File: config.mk
export PLATFORM = sky130hd
export DESIGN_NAME = instr_prefetch_buffer
export DESIGN_NICKNAME = d
export VERILOG_FILES = /design/src/rtl/instr_prefetch_buffer.sv
export SDC_FILE = /design/constraint.sdc
export NUM_CORES = 1
export LEC_CHECK = 0
export CAP_MARGIN = 20
export CELL_PAD_IN_SITES_DETAIL_PLACEMENT = 0
export CELL_PAD_IN_SITES_GLOBAL_PLACEMENT = 1
export CORE_MARGIN = 3
export CORE_UTILIZATION = 49
export CTS_CLUSTER_DIAMETER = 30
export DETAILED_ROUTE_END_ITERATION = 12
export GPL_TIMING_DRIVEN = 0
export PLACE_DENSITY_LB_ADDON = 0.15
export SLEW_MARGIN = 10
export SYNTH_ARGS = -nofsm -noshare
export SYNTH_HDL_FRONTEND = slang
export SYNTH_SLANG_ARGS = --single-unit
File: constraint.sdc
create_clock -name clk -period 9.7 [get_ports clk]
set_input_delay 1.94 -clock clk [delete_from_list [all_inputs] [get_ports clk]]
set_output_delay 1.94 -clock clk [all_outputs]
set_load 0.03 [all_outputs]
File: src/rtl/instr_prefetch_buffer.sv
// Sequential instruction prefetcher with a DEPTH-entry {pc,instr} FIFO and redirect flush.
// Optional macro PREFETCH_BYPASS_EN lets a response reach the instr_* outputs in the cycle it arrives.
module instr_prefetch_buffer #(
  parameter int          DEPTH    = 4,
  parameter logic [31:0] RESET_PC = 32'h0000_0000
) (
  input  logic        clk,
  input  logic        reset_n,
  output logic        imem_req,
  output logic [31:0] imem_addr,
  input  logic        imem_ready,
  input  logic        imem_rvalid,
  input  logic [31:0] imem_rdata,
  output logic        instr_valid,
  output logic [31:0] instr,
  output logic [31:0] instr_pc,
  input  logic        instr_ready,
  input  logic        redirect,
  input  logic [31:0] redirect_pc
);

  localparam int          PW      = $clog2(DEPTH);
  localparam int          CW      = PW + 1;
  localparam logic [CW:0] DEPTH_W = (CW+1)'(DEPTH);
  localparam logic [31:0] NOP     = 32'h0000_0013;

  localparam logic [0:0] ST_RUN   = 1'b0;
  localparam logic [0:0] ST_DRAIN = 1'b1;

  logic [0:0]    state_reg, state_next;
  logic [31:0]   fetch_pc_reg, fetch_pc_next;
  logic [31:0]   resp_pc_reg, resp_pc_next;
  logic [CW-1:0] outstanding_reg, outstanding_next;
  logic [CW-1:0] drop_cnt_reg, drop_cnt_next;
  logic [CW-1:0] occ_reg, occ_next;
  logic [PW-1:0] wr_ptr_reg, wr_ptr_next;
  logic [PW-1:0] rd_ptr_reg, rd_ptr_next;
  logic [63:0]   mem_reg [DEPTH];

  logic [CW:0]   credit_sum;
  logic [31:0]   redirect_pc_al;
  logic [63:0]   head;
  logic          issue, resp_drop, resp_keep;
  logic          fifo_valid, bypass_valid, bypass_take;
  logic          pop_fifo, push;
  logic          unused_bits;

  assign unused_bits    = ^redirect_pc[1:0];
  assign redirect_pc_al = {redirect_pc[31:2], 2'b00};

  // Every issued request holds a FIFO credit until its word is consumed or dropped.
  assign credit_sum = {1'b0, occ_reg} + {1'b0, outstanding_reg};
  assign imem_req   = reset_n && (state_reg == ST_RUN) && !redirect && (credit_sum < DEPTH_W);
  assign imem_addr  = fetch_pc_reg;
  assign issue      = imem_req && imem_ready;

  assign resp_drop  = imem_rvalid && (drop_cnt_reg != '0);
  assign resp_keep  = imem_rvalid && (drop_cnt_reg == '0) && !redirect;

  assign fifo_valid = (occ_reg != '0);
  assign head       = mem_reg[rd_ptr_reg];

`ifdef PREFETCH_BYPASS_EN
  assign bypass_valid = !fifo_valid && resp_keep;
  assign instr_valid  = fifo_valid || bypass_valid;
  assign instr        = fifo_valid ? head[31:0]  : (bypass_valid ? imem_rdata  : NOP);
  assign instr_pc     = fifo_valid ? head[63:32] : (bypass_valid ? resp_pc_reg : 32'h0);
`else
  assign bypass_valid = 1'b0;
  assign instr_valid  = fifo_valid;
  assign instr        = fifo_valid ? head[31:0]  : NOP;
  assign instr_pc     = fifo_valid ? head[63:32] : 32'h0;
`endif

  assign bypass_take = bypass_valid && instr_ready;
  assign pop_fifo    = fifo_valid && instr_ready && !redirect;
  assign push        = resp_keep && !bypass_take;

  always_comb begin
    occ_next         = occ_reg + CW'(push) - CW'(pop_fifo);
    wr_ptr_next      = wr_ptr_reg + PW'(push);
    rd_ptr_next      = rd_ptr_reg + PW'(pop_fifo);
    outstanding_next = outstanding_reg + CW'(issue) - CW'(imem_rvalid);
    drop_cnt_next    = drop_cnt_reg - CW'(resp_drop);
    fetch_pc_next    = issue ? fetch_pc_reg + 32'd4 : fetch_pc_reg;
    resp_pc_next     = resp_keep ? resp_pc_reg + 32'd4 : resp_pc_reg;
    state_next       = state_reg;

    if (redirect) begin
      occ_next      = '0;
      wr_ptr_next   = '0;
      rd_ptr_next   = '0;
      fetch_pc_next = redirect_pc_al;
      resp_pc_next  = redirect_pc_al;
      // Everything still in flight after this cycle becomes garbage to discard.
      if (state_reg == ST_RUN) begin
        drop_cnt_next = outstanding_reg - CW'(imem_rvalid);
      end
    end

    case (state_reg)
      ST_RUN:   if (drop_cnt_next != '0) state_next = ST_DRAIN;
      ST_DRAIN: if (drop_cnt_next == '0) state_next = ST_RUN;
      default:  state_next = ST_RUN;
    endcase
  end

  always_ff @(posedge clk or negedge reset_n) begin
    if (!reset_n) begin
      state_reg       <= ST_RUN;
      fetch_pc_reg    <= {RESET_PC[31:2], 2'b00};
      resp_pc_reg     <= {RESET_PC[31:2], 2'b00};
      outstanding_reg <= '0;
      drop_cnt_reg    <= '0;
      occ_reg         <= '0;
      wr_ptr_reg      <= '0;
      rd_ptr_reg      <= '0;
    end else begin
      state_reg       <= state_next;
      fetch_pc_reg    <= fetch_pc_next;
      resp_pc_reg     <= resp_pc_next;
      outstanding_reg <= outstanding_next;
      drop_cnt_reg    <= drop_cnt_next;
      occ_reg         <= occ_next;
      wr_ptr_reg      <= wr_ptr_next;
      rd_ptr_reg      <= rd_ptr_next;
    end
  end

  // Storage needs no reset: occ gates every read.
  always_ff @(posedge clk) begin
    if (push) begin
      mem_reg[wr_ptr_reg] <= {resp_pc_reg, imem_rdata};
    end
  end

endmodule

==> reports/metrics.cfg <==
[routing]
via_per_inst = 5.46
drt_iter0_markers = 575
vias = 8301
drc = 0
first_pass_iters = 5
wl_per_cell_um = 20.2
ant_nets = 0
routed_wl_um = 30600

[place]
detailed_place_hpwl_um = 20900
numPortBuffers = 161
place.gp.congestion = 0.879

[hold_path]
worstHoldPathType = reg2reg

[global_routing]
grt_max_degree = 58
grt_usage_pct = 20.5
grt-ovfl-total = 0
grt_pass1_vias = 8571
grt_pass1_wl_um = 48600
antenna_found_initial = 0

[synthesis]
synth_cell_type_count = 56
syn-instance-count = 854
yosysWarnings = 0
ys_ff_latch = 322
netlist_area_um2 = 13700
ys.flop_type = edfxtp_1
ys_seq_area_share_pct = 67.9
synth-edff-count = 248
avgSynthCellArea_um2 = 16.0
ys_async_sr_fraction_pct = 23.0

[clock_tree]
cts_made_buffers = 59
tritoncts = yes
cts_setup_buffers = 0
htreeDepth = 2
root_buffer = clkbuf_16
clockBufferDepth = 3
post_cts_resized = 0
cts.sinks = 322
path_clk_slew_ps = 50
insertion_delay_ps = 560
hold_buffers = 0

[floorplanning]
die_area_um2 = 30000
die_h_um = 173
io_pins = 168
core-area_um2 = 27200
fp.dieW_um = 173
initial_core_util_pct = 50.4
placementRows = 60

[timing]
setup_viol_count_final = 0
fin_skew_ps = 15.0
timing.hold.ws_ps = 547
finalHoldViolCount = 0
slew_viol_final = 0
post-route-min-period_ps = 5750
slew_headroom_pct = 52.8
fmax_mhz = 174
rsz0062_at_grt = no
worst_pin_slew_ps = 708
period_share_pct = 59.2

[worst_setup_path]
path_class = in2out
regToRegStartpoint = outstanding_reg[2]
crit_fanout = 57
critPathCaptureType = output pin
crit_path_end = imem_req
critPathLaunch = reset_n
start_kind = input pin
r2r_slack_ps = 6390
reg2reg_to = outstanding_reg[2]
r2r_cells = 13
cp.required_ps = 7760
critPathArrivalTime_ps = 3810

[power]
p_comb_share_pct = 21.8
clkPwrFrac_pct = 43.0
p_int_uw = 3310
irDropWorstVdd_uv = 136
p_leak_uw = 0.00629
power.density_nw_per_um2 = 260
p_seq_share_pct = 35.2
p_sw_share_pct = 29.1
power.switching_uw = 1360

[finish]
post-route-util_pct = 66.3
largest_reg_flops = 248
n_antenna_cell = 0
drive_gt1_share_pct = 19.8
multi_input_comb_area_um2 = 4150
nets = 1184
seqCellArea_um2 = 9300
fillerInstances = 1918
area_growth_syn_to_layout_pct = 31.6

[flow_run]
cap_viol_max_count = 0

[run_status]
status = finished, final reports clean

==> stage by stage <==
stage / TNS (ps) / cell area [µm²] / setup slack (ps) / power (µW) / instances
6_report: 0 / 18000 / 3950 / 4680 / 1521
3_5_place_dp: 0 / 16000 / 3940 / 2700 / 1409
2_1_floorplan: 0 / 13700 / 1780 / 2280 / 857
4_1_cts: 0 / 18000 / 3920 / 4720 / 1521
3_3_place_gp: -254570 / 15800 / -2370 / 2690 / 1390
5_1_grt: 0 / 18000 / 3760 / 4860 / 1521
==> area by class of cell <==
class | count | area share, %
well taps | 372 | 2.58
clock inverters | 44 | 2.53
repair buffers | 180 | 10.2
inverters | 15 | 0.313
plain buffers | 44 | 1.24
flip-flops and latches | 322 | 51.6
clock buffers | 68 | 8.49
multi-input cells | 476 | 23.0
==> cells in the final DEF (no fill, tap or decap), drive strengths merged, types with 3 or more instances in the layout <==
cell type,n
clkdlybuf4s50,160
mux2i,7
nor3,11
dfrtp,74
nand3,29
and3,10
clkbuf,97
nand4,27
buf,35
o311ai,10
or2,3
xnor2,11
nand2,58
xor2,28
nor2,26
inv,30
a31oi,6
conb,4
mux2,5
edfxtp,248
nand3b,3
clkinvlp,6
a21oi,7
o211ai,10
nor2b,63
and2,8
mux4,62
o21ai,40
nor4,6
or3,4
clkinv,17
ha,14
and4,6
bufinv,6
==> cell usage after synthesis (3+ instances only) <==
master / number / share of area [%]
a21oi_1: 7 / 0.26
a31oi_1: 6 / 0.27
and2_1: 6 / 0.27
and3_1: 10 / 0.46
and4_1: 6 / 0.38
buf_2: 8 / 0.29
buf_4: 4 / 0.22
buf_6: 3 / 0.25
clkbuf_1: 28 / 0.77
dfrtp_1: 74 / 14
edfxtp_1: 248 / 54
ha_1: 14 / 1.3
inv_1: 13 / 0.36
mux2_2: 5 / 0.41
mux2i_1: 7 / 0.51
mux4_2: 62 / 10
nand2_1: 58 / 1.6
nand3_1: 29 / 1.1
nand3b_1: 3 / 0.16
nand4_1: 24 / 1.1
nor2_1: 26 / 0.71
nor2b_1: 63 / 2.9
nor3_1: 9 / 0.33
nor4_2: 3 / 0.27
o211ai_1: 10 / 0.55
o21ai_0: 31 / 1.1
o21ai_1: 9 / 0.33
o311ai_0: 8 / 0.51
or2_2: 3 / 0.14
or3_1: 3 / 0.14
xnor2_1: 11 / 0.70
xor2_1: 28 / 1.8
==> power groups by stage <==
stage / Sequential (µW) / Combinational [µW] / Clock (µW)
after floorplan: 1680 / 599 / 0
after global routing: 1660 / 1090 / 2110
after CTS: 1650 / 1040 / 2040
final: 1650 / 1020 / 2010
after detailed placement: 1670 / 1030 / 0
after global placement: 1670 / 1020 / 0
==> per-layer routing <==
| metal | part of all wire [%] | track usage [%] | vias to the layer above |
|---|---|---|---|
| met5 | 0 | 0 | - |
| met2 | 49 | 33.4 | 280 |
| met4 | 2.6 | 6.28 | 0 |
| met3 | 5.4 | 3.82 | 58 |
| met1 | 44 | 28.5 | 4144 |
| li1 | - | - | 3819 |
==> worst min-delay path by stage <==
stage               slack, ps                 end  cells after the start                from
floorplan                 500      mem_reg[0][63]                      0     resp_pc_reg[31]
global placement          540  outstanding_reg[0]                      1  outstanding_reg[0]
detailed placement        540  outstanding_reg[0]                      1  outstanding_reg[0]
CTS                       560  outstanding_reg[0]                      1  outstanding_reg[0]
global route              580  outstanding_reg[0]                      1  outstanding_reg[0]
finish                    550  outstanding_reg[0]                      1  outstanding_reg[0]
==> cell families (layout without fill, tap and decap cells) <==
| family | Yosys count | in the layout | share of synthesized area [%] |
|---|---|---|---|
| multiplexers | 74 | 74 | 11.1 |
| flip-flops | 322 | 322 | 67.9 |
| AO/OA/AOI/OAI | 80 | 80 | 3.63 |
| adder cells (fa/ha/maj) | 16 | 16 | 1.57 |
| other | 1 | 4 | 0.0274 |
| buffers and inverters | 59 | 351 | 2.04 |
| AND/OR/NAND/NOR | 263 | 263 | 11.2 |
| XOR/XNOR | 39 | 39 | 2.50 |
==> worst max-delay path, stage by stage <==
cell and delay (ps):
buf_4 270, buf_16 300, nor4b_1 320, and3_1 240
clkdlybuf4s50_1 680
Note: power is estimated with default switching activity, not from simulation.
